`src/rtl/sdpb_arb_pkg.sv`:
```
// Shared types and default sizes for the SDPB access arbiter.
package sdpb_arb_pkg;

   localparam int ADDR_W_DEF   = 5;
   localparam int DATA_W_DEF   = 32;
   localparam int READ_LAT_DEF = 1;

   // Identifies one of the two requesters on a port
   typedef logic req_id_t;

   // One slot of the read-return pipeline; fwd_data is sized to the default
   // data width, so instances with DATA_W above DATA_W_DEF lose upper
   // forwarded bits
   typedef struct packed {
      logic                    valid;
      req_id_t                 id;
      logic                    fwd;
      logic [DATA_W_DEF-1:0]   fwd_data;
   } ret_entry_t;

endpackage

```
`src/rtl/sdpb_access_arbiter_rr_arb2.sv`:
```
// Two-requester round-robin arbiter with a last-granted pointer.
// cand is the winner ignoring hold; gnt is the real grant. The pointer only
// moves on a real grant, so a held-off winner keeps its priority.
module rr_arb2
   import sdpb_arb_pkg::*;
(
   input  logic       clk,
   input  logic       reset,
   input  logic [1:0] req,
   input  logic       hold,
   output logic [1:0] cand,
   output logic [1:0] gnt
);

   req_id_t last;

   // Pick the requester that was not granted last when both are asking
   always_comb begin
      cand = req;
      if (req == 2'b11) begin
         cand = last ? 2'b01 : 2'b10;
      end
   end

   assign gnt = hold ? 2'b00 : cand;

   // Remember who won; after reset requester 1 counts as last winner
   always_ff @(posedge clk) begin
      if (reset) begin
         last <= 1'b1;
      end else if (|gnt) begin
         last <= gnt[1];
      end
   end

endmodule

```
`src/rtl/sdpb_access_arbiter.sv`:
```
// Arbitrates two writers and two readers onto one simple-dual-port RAM.
// Optional macro SDPB_ARB_FORWARD_EN: when defined, a read that collides with
// a same-cycle write is granted and returns the write data through the return
// pipeline; when undefined, the colliding read is held off for one cycle.
module sdpb_access_arbiter
   import sdpb_arb_pkg::*;
#(
   parameter int ADDR_W   = ADDR_W_DEF,
   parameter int DATA_W   = DATA_W_DEF,
   parameter int READ_LAT = READ_LAT_DEF
)
(
   input  logic              clk,
   input  logic              reset,
   input  logic [1:0]        wr_req,
   input  logic [ADDR_W-1:0] wr_addr0,
   input  logic [ADDR_W-1:0] wr_addr1,
   input  logic [DATA_W-1:0] wr_data0,
   input  logic [DATA_W-1:0] wr_data1,
   output logic [1:0]        wr_gnt,
   input  logic [1:0]        rd_req,
   input  logic [ADDR_W-1:0] rd_addr0,
   input  logic [ADDR_W-1:0] rd_addr1,
   output logic [1:0]        rd_gnt,
   output logic [1:0]        rd_valid,
   output logic [DATA_W-1:0] rd_data,
   output logic              ram_cea,
   output logic [ADDR_W-1:0] ram_ada,
   output logic [DATA_W-1:0] ram_din,
   output logic              ram_ceb,
   output logic [ADDR_W-1:0] ram_adb,
   output logic              ram_oce,
   input  logic [DATA_W-1:0] ram_dout
);

   logic [1:0]        wr_cand;
   logic [1:0]        rd_cand;
   logic [ADDR_W-1:0] wr_addr_sel;
   logic [DATA_W-1:0] wr_data_sel;
   logic [ADDR_W-1:0] rd_addr_sel;
   logic              collision;
   logic              rd_hold;
   logic              fwd_now;
   ret_entry_t        pipe [READ_LAT+1];

   rr_arb2 u_wr_arb (
      .clk   (clk),
      .reset (reset),
      .req   (wr_req),
      .hold  (1'b0),
      .cand  (wr_cand),
      .gnt   (wr_gnt)
   );

   rr_arb2 u_rd_arb (
      .clk   (clk),
      .reset (reset),
      .req   (rd_req),
      .hold  (rd_hold),
      .cand  (rd_cand),
      .gnt   (rd_gnt)
   );

   assign wr_addr_sel = wr_cand[1] ? wr_addr1 : wr_addr0;
   assign wr_data_sel = wr_cand[1] ? wr_data1 : wr_data0;
   assign rd_addr_sel = rd_cand[1] ? rd_addr1 : rd_addr0;
   assign ram_oce     = 1'b1;

   // Same-cycle write and read winners aimed at one address
   always_comb begin
      collision = (|wr_cand) && (|rd_cand) && (wr_addr_sel == rd_addr_sel);
   end

`ifdef SDPB_ARB_FORWARD_EN
   assign rd_hold = 1'b0;
   assign fwd_now = collision;
`else
   assign rd_hold = collision;
   assign fwd_now = 1'b0;
`endif

   // Register RAM commands; addresses and data hold when a port is idle
   always_ff @(posedge clk) begin
      if (reset) begin
         ram_cea <= 1'b0;
         ram_ada <= '0;
         ram_din <= '0;
         ram_ceb <= 1'b0;
         ram_adb <= '0;
      end else begin
         ram_cea <= |wr_gnt;
         ram_ceb <= |rd_gnt;
         if (|wr_gnt) begin
            ram_ada <= wr_addr_sel;
            ram_din <= wr_data_sel;
         end
         if (|rd_gnt) begin
            ram_adb <= rd_addr_sel;
         end
      end
   end

   // Return pipeline: slot 0 lines up with ram_ceb, last slot with RAM data
   always_ff @(posedge clk) begin
      if (reset) begin
         for (int k = 0; k <= READ_LAT; k++) begin
            pipe[k] <= '0;
         end
      end else begin
         pipe[0].valid    <= |rd_gnt;
         pipe[0].id       <= rd_gnt[1];
         pipe[0].fwd      <= fwd_now & (|rd_gnt);
         pipe[0].fwd_data <= DATA_W_DEF'(wr_data_sel);
         for (int k = 1; k <= READ_LAT; k++) begin
            pipe[k] <= pipe[k-1];
         end
      end
   end

   // Steer returning data and the valid strobe to the requester that asked
   always_comb begin
      rd_valid = '0;
      rd_data  = '0;
      if (pipe[READ_LAT].valid) begin
         rd_valid[pipe[READ_LAT].id] = 1'b1;
         rd_data = pipe[READ_LAT].fwd ? DATA_W'(pipe[READ_LAT].fwd_data) : ram_dout;
      end
   end

endmodule
```
`config.mk`:
```
export PLATFORM = sky130hd
export DESIGN_NAME = sdpb_access_arbiter
export DESIGN_NICKNAME = d
export VERILOG_FILES = /design/src/rtl/sdpb_arb_pkg.sv /design/src/rtl/sdpb_access_arbiter_rr_arb2.sv /design/src/rtl/sdpb_access_arbiter.sv
export SDC_FILE = /design/constraint.sdc
export NUM_CORES = 1
export LEC_CHECK = 0
export CORE_ASPECT_RATIO = 1.4
export CORE_MARGIN = 2
export CORE_UTILIZATION = 34
export DETAILED_ROUTE_END_ITERATION = 6
export PLACE_DENSITY = 0.86
export SYNTH_ARGS = -nofsm -noshare
export SYNTH_HDL_FRONTEND = slang
export SYNTH_SLANG_ARGS = --single-unit
```
`constraint.sdc`:
```
create_clock -name clk -period 2.1 [get_ports clk]
set_input_delay 0.315 -clock clk [delete_from_list [all_inputs] [get_ports clk]]
set_output_delay 0.315 -clock clk [all_outputs]
set_load 0.03 [all_outputs]
```
---- Yosys cells after proc, flatten, opt, wreduce, memory -nomap -nowiden ----
Memories as Yosys holds them, arrays and structs flattened.
Cells that the tools add are included.
storage, ports and cells
  register bits after elaboration ......... 46
  bits in writable memories ............... 70
  input bits .............................. 122
  logic and storage cells ................. 45
  memories ................................ 1
memories
  memory  depth  bits a word  rd ports  clocked after Yosys merged registers in  write ports  RTL line                   source
  pipe    2      35           2         0                                        2            sdpb_access_arbiter.sv:44  ret_entry_t pipe [READ_LAT+1];
cells by class
  order comparisons ....................... 2
  equality and inequality tests ........... 3
  multiplexer cells ....................... 21
  bitwise gates (word level) .............. 5
  reduce and logical (&&, ||, !) cells .... 6
operators by type and width
  kind                                                                          count
  32-bit 2-to-1 mux                                                             4
  35-bit 2-to-1 mux                                                             1
  2-bit 2-to-1 mux                                                              6
  5-bit 2-to-1 mux                                                              2
  1-bit 2-to-1 mux                                                              7
  2-bit OR reduction                                                            3
  5-bit == test                                                                 1
  1-bit bitwise OR                                                              5
  2-bit == test, second input constant                                          2
  1-bit logical AND                                                             3
  1-bit by 2-bit less-than comparator with 1-bit output, second input constant  1
  1-bit demux with 1-bit select                                                 1
  1-bit >= comparator, second input constant                                    1

---- Logic depth before layout (Yosys ltp) ----
  word-level depth ........................ 8
  gate-level depth with buffers ........... 8

---- By module ----
From an unflattened synthesis, not the netlist that was laid out.
second synthesis, totals
  cells, all modules ...................... 269
  area total of the unflattened synthesis .. 2483.6 µm²
modules (own cells, without submodules)
  module               times used  cells an instance  area each (µm²)
  sdpb_access_arbiter  1           247                2318.5
  rr_arb2              2           11                 82.6

---- Worst setup path after synthesis ----
OpenSTA, ideal clock, no wires.
  path type ............................... flip-flop to output port
  start ................................... register u_wr_arb.last
  end ..................................... output port rd_gnt[0]
  data arrival time ....................... 1.782 ns
  data required time ...................... 1.785 ns
  setup slack ............................. 0.003 ns
  cell stages (with the launch flop) ...... 9
  buffers on the path ..................... 2
  cells stage by stage .................... dfxtp_1 > buf_6 > a21bo_1 > buf_6 > mux2i_2 > xnor2_2 > nand2_1 > o21ai_1 > a21oi_1
on the way
  word-level cells in the longest chain between the ends .. 6
  elaborated cells between the ends (all ways) .. 8
  classes of those cells .................. eq/ne (1); mux (4); reduce/logical (3)
RTL lines
  element                                                        RTL line                                              source
  from (decl)                                                    sdpb_access_arbiter_rr_arb2.sv:15                     req_id_t last;
  from (signal assigned)                                         sdpb_access_arbiter_rr_arb2.sv:32                     last <= gnt[1];
  2-bit 2-to-1 mux (*)                                           sdpb_access_arbiter_rr_arb2.sv:21                     cand = last ? 2'b01 : 2'b10;
  2-bit 2-to-1 mux (*)                                           sdpb_access_arbiter_rr_arb2.sv:20                     if (req == 2'b11) begin
  5-bit 2-to-1 mux / 2-bit OR reduction (equally long branches)  sdpb_access_arbiter.sv:64, sdpb_access_arbiter.sv:71
  5-bit == test / 1-bit logical AND (equally long branches)      sdpb_access_arbiter.sv:71                             collision = (|wr_cand) && (|rd_cand) && (wr_addr_sel == rd_addr_sel);
  1-bit logical AND (*)                                          sdpb_access_arbiter.sv:71
  2-bit 2-to-1 mux (*)                                           sdpb_access_arbiter_rr_arb2.sv:25                     assign gnt = hold ? 2'b00 : cand;
  to (decl)                                                      sdpb_access_arbiter.sv:24                             output logic [1:0] rd_gnt,
Every way passes the cells marked *; elsewhere a longest branch is shown, timed or not.

---- Worst setup path after layout ----
  start ................................... register u_rd_arb.last
  end ..................................... output port rd_gnt[0]
on the way
  word-level cells in the longest chain between the ends .. 6
  elaborated cells between the ends (all ways) .. 8
  classes of those cells .................. eq/ne (1); mux (4); reduce/logical (3)
RTL lines
  element                                                        RTL line
  from (decl)                                                    sdpb_access_arbiter_rr_arb2.sv:15
  from (signal assigned)                                         sdpb_access_arbiter_rr_arb2.sv:32
  2-bit 2-to-1 mux (*)                                           sdpb_access_arbiter_rr_arb2.sv:21
  2-bit 2-to-1 mux (*)                                           sdpb_access_arbiter_rr_arb2.sv:20
  5-bit 2-to-1 mux / 2-bit OR reduction (equally long branches)  sdpb_access_arbiter.sv:66, sdpb_access_arbiter.sv:71
  5-bit == test / 1-bit logical AND (equally long branches)      sdpb_access_arbiter.sv:71
  1-bit logical AND                                              sdpb_access_arbiter.sv:71
  2-bit 2-to-1 mux (*)                                           sdpb_access_arbiter_rr_arb2.sv:25
Marked as above.

==> impl_metrics.py <==
metrics = {
    "clock_network": {
        "htreeDepth": 2,
        "clock_latency_ns": 0.30,
        "clkTransAtPathRegs_ns": 0.10,
        "clock_path_buffers": 2,
        "cts_inserted_buffers": 5,
        "cts_root_buf": "clkbuf_8",
        "cts.sinks": 49,
        "postCtsHoldBufs": 0,
        "cts_tree": "built",
    },
    "global_routing": {
        "gr-total-overflow": 0,
        "grt_max_degree": 48,
        "grt_pass1_wl_um": 15300,
        "grt_pass1_vias": 3227,
        "antenna_found_initial": 1,
        "grt_use_total_pct": 22.2,
    },
    "sta": {
        "fin_crit_ns": 2.39,
        "drv_slew": 0,
        "rsz0062_at_grt": "yes",
        "skew_ns": 0.00773,
        "hold_violations": 0,
        "layout_setup_ws_ns": -0.285,
        "slew_headroom_pct": 52.6,
        "tns_ns": -0.558,
        "setup_viol": 2,
        "fmax_mhz": 419,
        "worst_pin_slew_ns": 0.710,
        "finalCritPeriodShare_pct": 114,
        "whs_ns": 0.453,
    },
    "hold_path": {
        "min_path_cells": 1,
        "worst_hold_startpoint": "pipe[0][33]",
        "hold_path.class": "reg -> reg",
        "min_to": "pipe[0][68]",
    },
    "synthesis": {
        "synth_xor_area_share_pct": 2.14,
        "synth_compound_area_share_pct": 13.4,
        "synthTopCellsByArea": "dfxtp_1, mux2i_1, nor2_1",
        "ys_types": 37,
        "synth-edff-count": 0,
        "syn_avg_cell_area_um2": 8.67,
        "synth_fa_ha_area_share_pct": 0,
        "synth-main-ff-cell": "dfxtp_1",
        "synth_warnings": 0,
        "yosysTopAreaCell": "dfxtp_1",
        "muxShareOfSynthArea_pct": 13.8,
        "synthArstFlopShare_pct": 0,
        "syn_nets": 439,
        "synth.most_common_cell": "nor2_1",
        "synth-seq-cells": 49,
        "synth.top_cell.area_share_pct": 35.7,
        "synth-simple-area-share_pct": 29.7,
        "synth_top_family_by_area": "simple AND/OR/NAND/NOR gates",
        "netlist_area_um2": 2750,
        "yosysSeqAreaShare_pct": 35.7,
        "yosys-top-cells-count": "nor2_1, dfxtp_1, and2_1",
        "syn_inst": 317,
    },
    "place": {
        "post-place-cells": 622,
        "gp_congestion": 0.949,
        "portBuffers": 203,
        "post-place-ws_ns": -0.754,
        "placed_cell_area_um2": 5000,
        "post-dp-hpwl_um": 7700,
    },
    "power": {
        "vdd_drop_max_uv": 367,
        "leakage_nw": 2.35,
        "power_density_nw_per_um2": 541,
        "report.power.total_mw": 2.88,
    },
    "cells_and_area": {
        "final_cells": 633,
        "final_util_pct": 68.2,
        "area_delta_synth_final_pct": 93.4,
        "fin_nets": 654,
        "diodes": 0,
        "num-fill-cells": 623,
        "final_cell_area_um2": 5320,
        "layout-drive-gt1-share_pct": 13.5,
    },
    "floorplan": {
        "ioPinCount": 205,
        "start_util_pct": 35.2,
        "rows": 38,
        "die_area_um2": 8830,
        "die_w_um": 80.0,
        "core_region_area_um2": 7800,
        "dieHeight_um": 110,
    },
    "critical_path": {
        "startpoint_type": "register",
        "regToRegEndpoint": "u_rd_arb.last",
        "end_kind": "output pin",
        "r2r_slack_ns": 0.02,
        "critPathKind": "reg -> out",
        "cpPeakStageDelay_ns": 0.35,
        "arrival_ns": 2.07,
        "path_cells": "a21boi_4 -> buf_12 -> mux2i_4 -> xnor2_2 -> nand4_1 -> buf_4 -> o21ai_4 -> a21oi_2 -> buf_6",
        "worstSetupStartpoint": "u_rd_arb.last",
        "r2r.worst_path.cells": 9,
        "crit_fanout": 5,
        "critPathRequiredTime_ns": 1.78,
        "cpMaxStageDelayCell": "dfxtp_2",
        "timing.rr.start": "u_rd_arb.last",
    },
    "routing": {
        "ant_nets": 0,
        "wl_per_cell_um": 16.3,
        "drt_first_pass_iters": 4,
        "wl_um": 10300,
        "drtIter0Drc": 101,
        "num_vias": 3228,
        "drc": 0,
        "via_per_inst": 5.10,
    },
    "outcome": {
        "status": "finished with violations",
        "violations": "negative setup slack",
    },
    "flow_run": {
        "timing.max_cap.violations": 0,
    },
}
==> placed cells by master, fill, tap and decap left out, drive strengths merged, types with 5 or more instances in the layout <==
| cell | synthesis | routed |
|---|---|---|
| xnor2 | 5 | 5 |
| dlymetal6s2s | 0 | 16 |
| dlygate4sd2 | 0 | 5 |
| clkdlybuf4s50 | 0 | 177 |
| nor2 | 69 | 69 |
| nor3b | 22 | 22 |
| clkbuf | 20 | 5 |
| nor2b | 6 | 6 |
| and2 | 33 | 33 |
| dfxtp | 49 | 49 |
| a2111oi | 23 | 23 |
| nand2 | 6 | 6 |
| buf | 7 | 36 |
| a211oi | 5 | 5 |
| inv | 4 | 5 |
| nor4 | 10 | 10 |
| mux2i | 32 | 32 |
==> worst max-delay path, delay by kind of cell, from the launching register on <==
family / cells / cell delay (ns)
AND/OR/NAND/NOR: 1 / 0.16
multiplexers: 1 / 0.27
buffers and inverters: 3 / 0.48
AO/OA/AOI/OAI: 3 / 0.35
XOR/XNOR: 1 / 0.15
flip-flops: 1 / 0.35
==> where the power goes <==
group          leakage [nW]  switching, mW  internal, mW  total (mW)
registers             0.408         0.0422          1.01        1.05
clock network        0.0585          0.345         0.358       0.703
logic                  1.89          0.539         0.585        1.12
total                  2.35          0.927          1.95        2.88
==> final cells by class <==
cell class / instances / area [um2] / share of cell area, %
Inverter: 4 / 15.0 / 0.282
Tap cell: 100 / 125 / 2.35
Multi-Input combinational cell: 237 / 1750 / 33.0
Timing Repair Buffer: 235 / 2320 / 43.7
Clock buffer: 5 / 68.8 / 1.29
Sequential cell: 49 / 983 / 18.5
Clock inverter: 3 / 43.8 / 0.824
==> registers in the layout (all words and copies together) (netlist names) <==
register       flops
u_rd_arb.last      1
ram_ada            5
ram_din           32
ram_cea            1
ram_adb            5
u_wr_arb.last      1
pipe               4
==> logic make-up (layout without fill, tap and decap cells) <==
kind of cell / count (synthesis) / count (layout)
multiplexers: 35 / 35
flip-flops: 49 / 49
buffers and inverters: 31 / 247
AND/OR/NAND/NOR: 155 / 155
other: 1 / 1
XOR/XNOR: 5 / 5
AO/OA/AOI/OAI: 41 / 41
==> what timing repair did <==
action / 4_1_cts / 5_1_grt
pin swaps: 7 / 4
setup endpoints to repair: 5 / 20
setup buffers: 3 / 0
resized for setup: 24 / 23
==> metal layers <==
metal,vias up,wire length [um],global-route usage (%)
met4,0,517,11.9
met5,-,0,0
met2,169,5420,42.1
met3,38,1050,7.17
met1,1484,3340,20.7
li1,1537,-,-
==> worst max path at each step <==
stage                     end  slack (ns)
finish              rd_gnt[0]       -0.29
global route        rd_gnt[1]       -0.41
CTS                 rd_gnt[0]       -0.28
detailed placement  rd_gnt[1]       -0.75
global placement    rd_gnt[1]       -0.68
floorplan           rd_gnt[0]       0.003
Note: power is estimated with default switching activity, not from simulation.
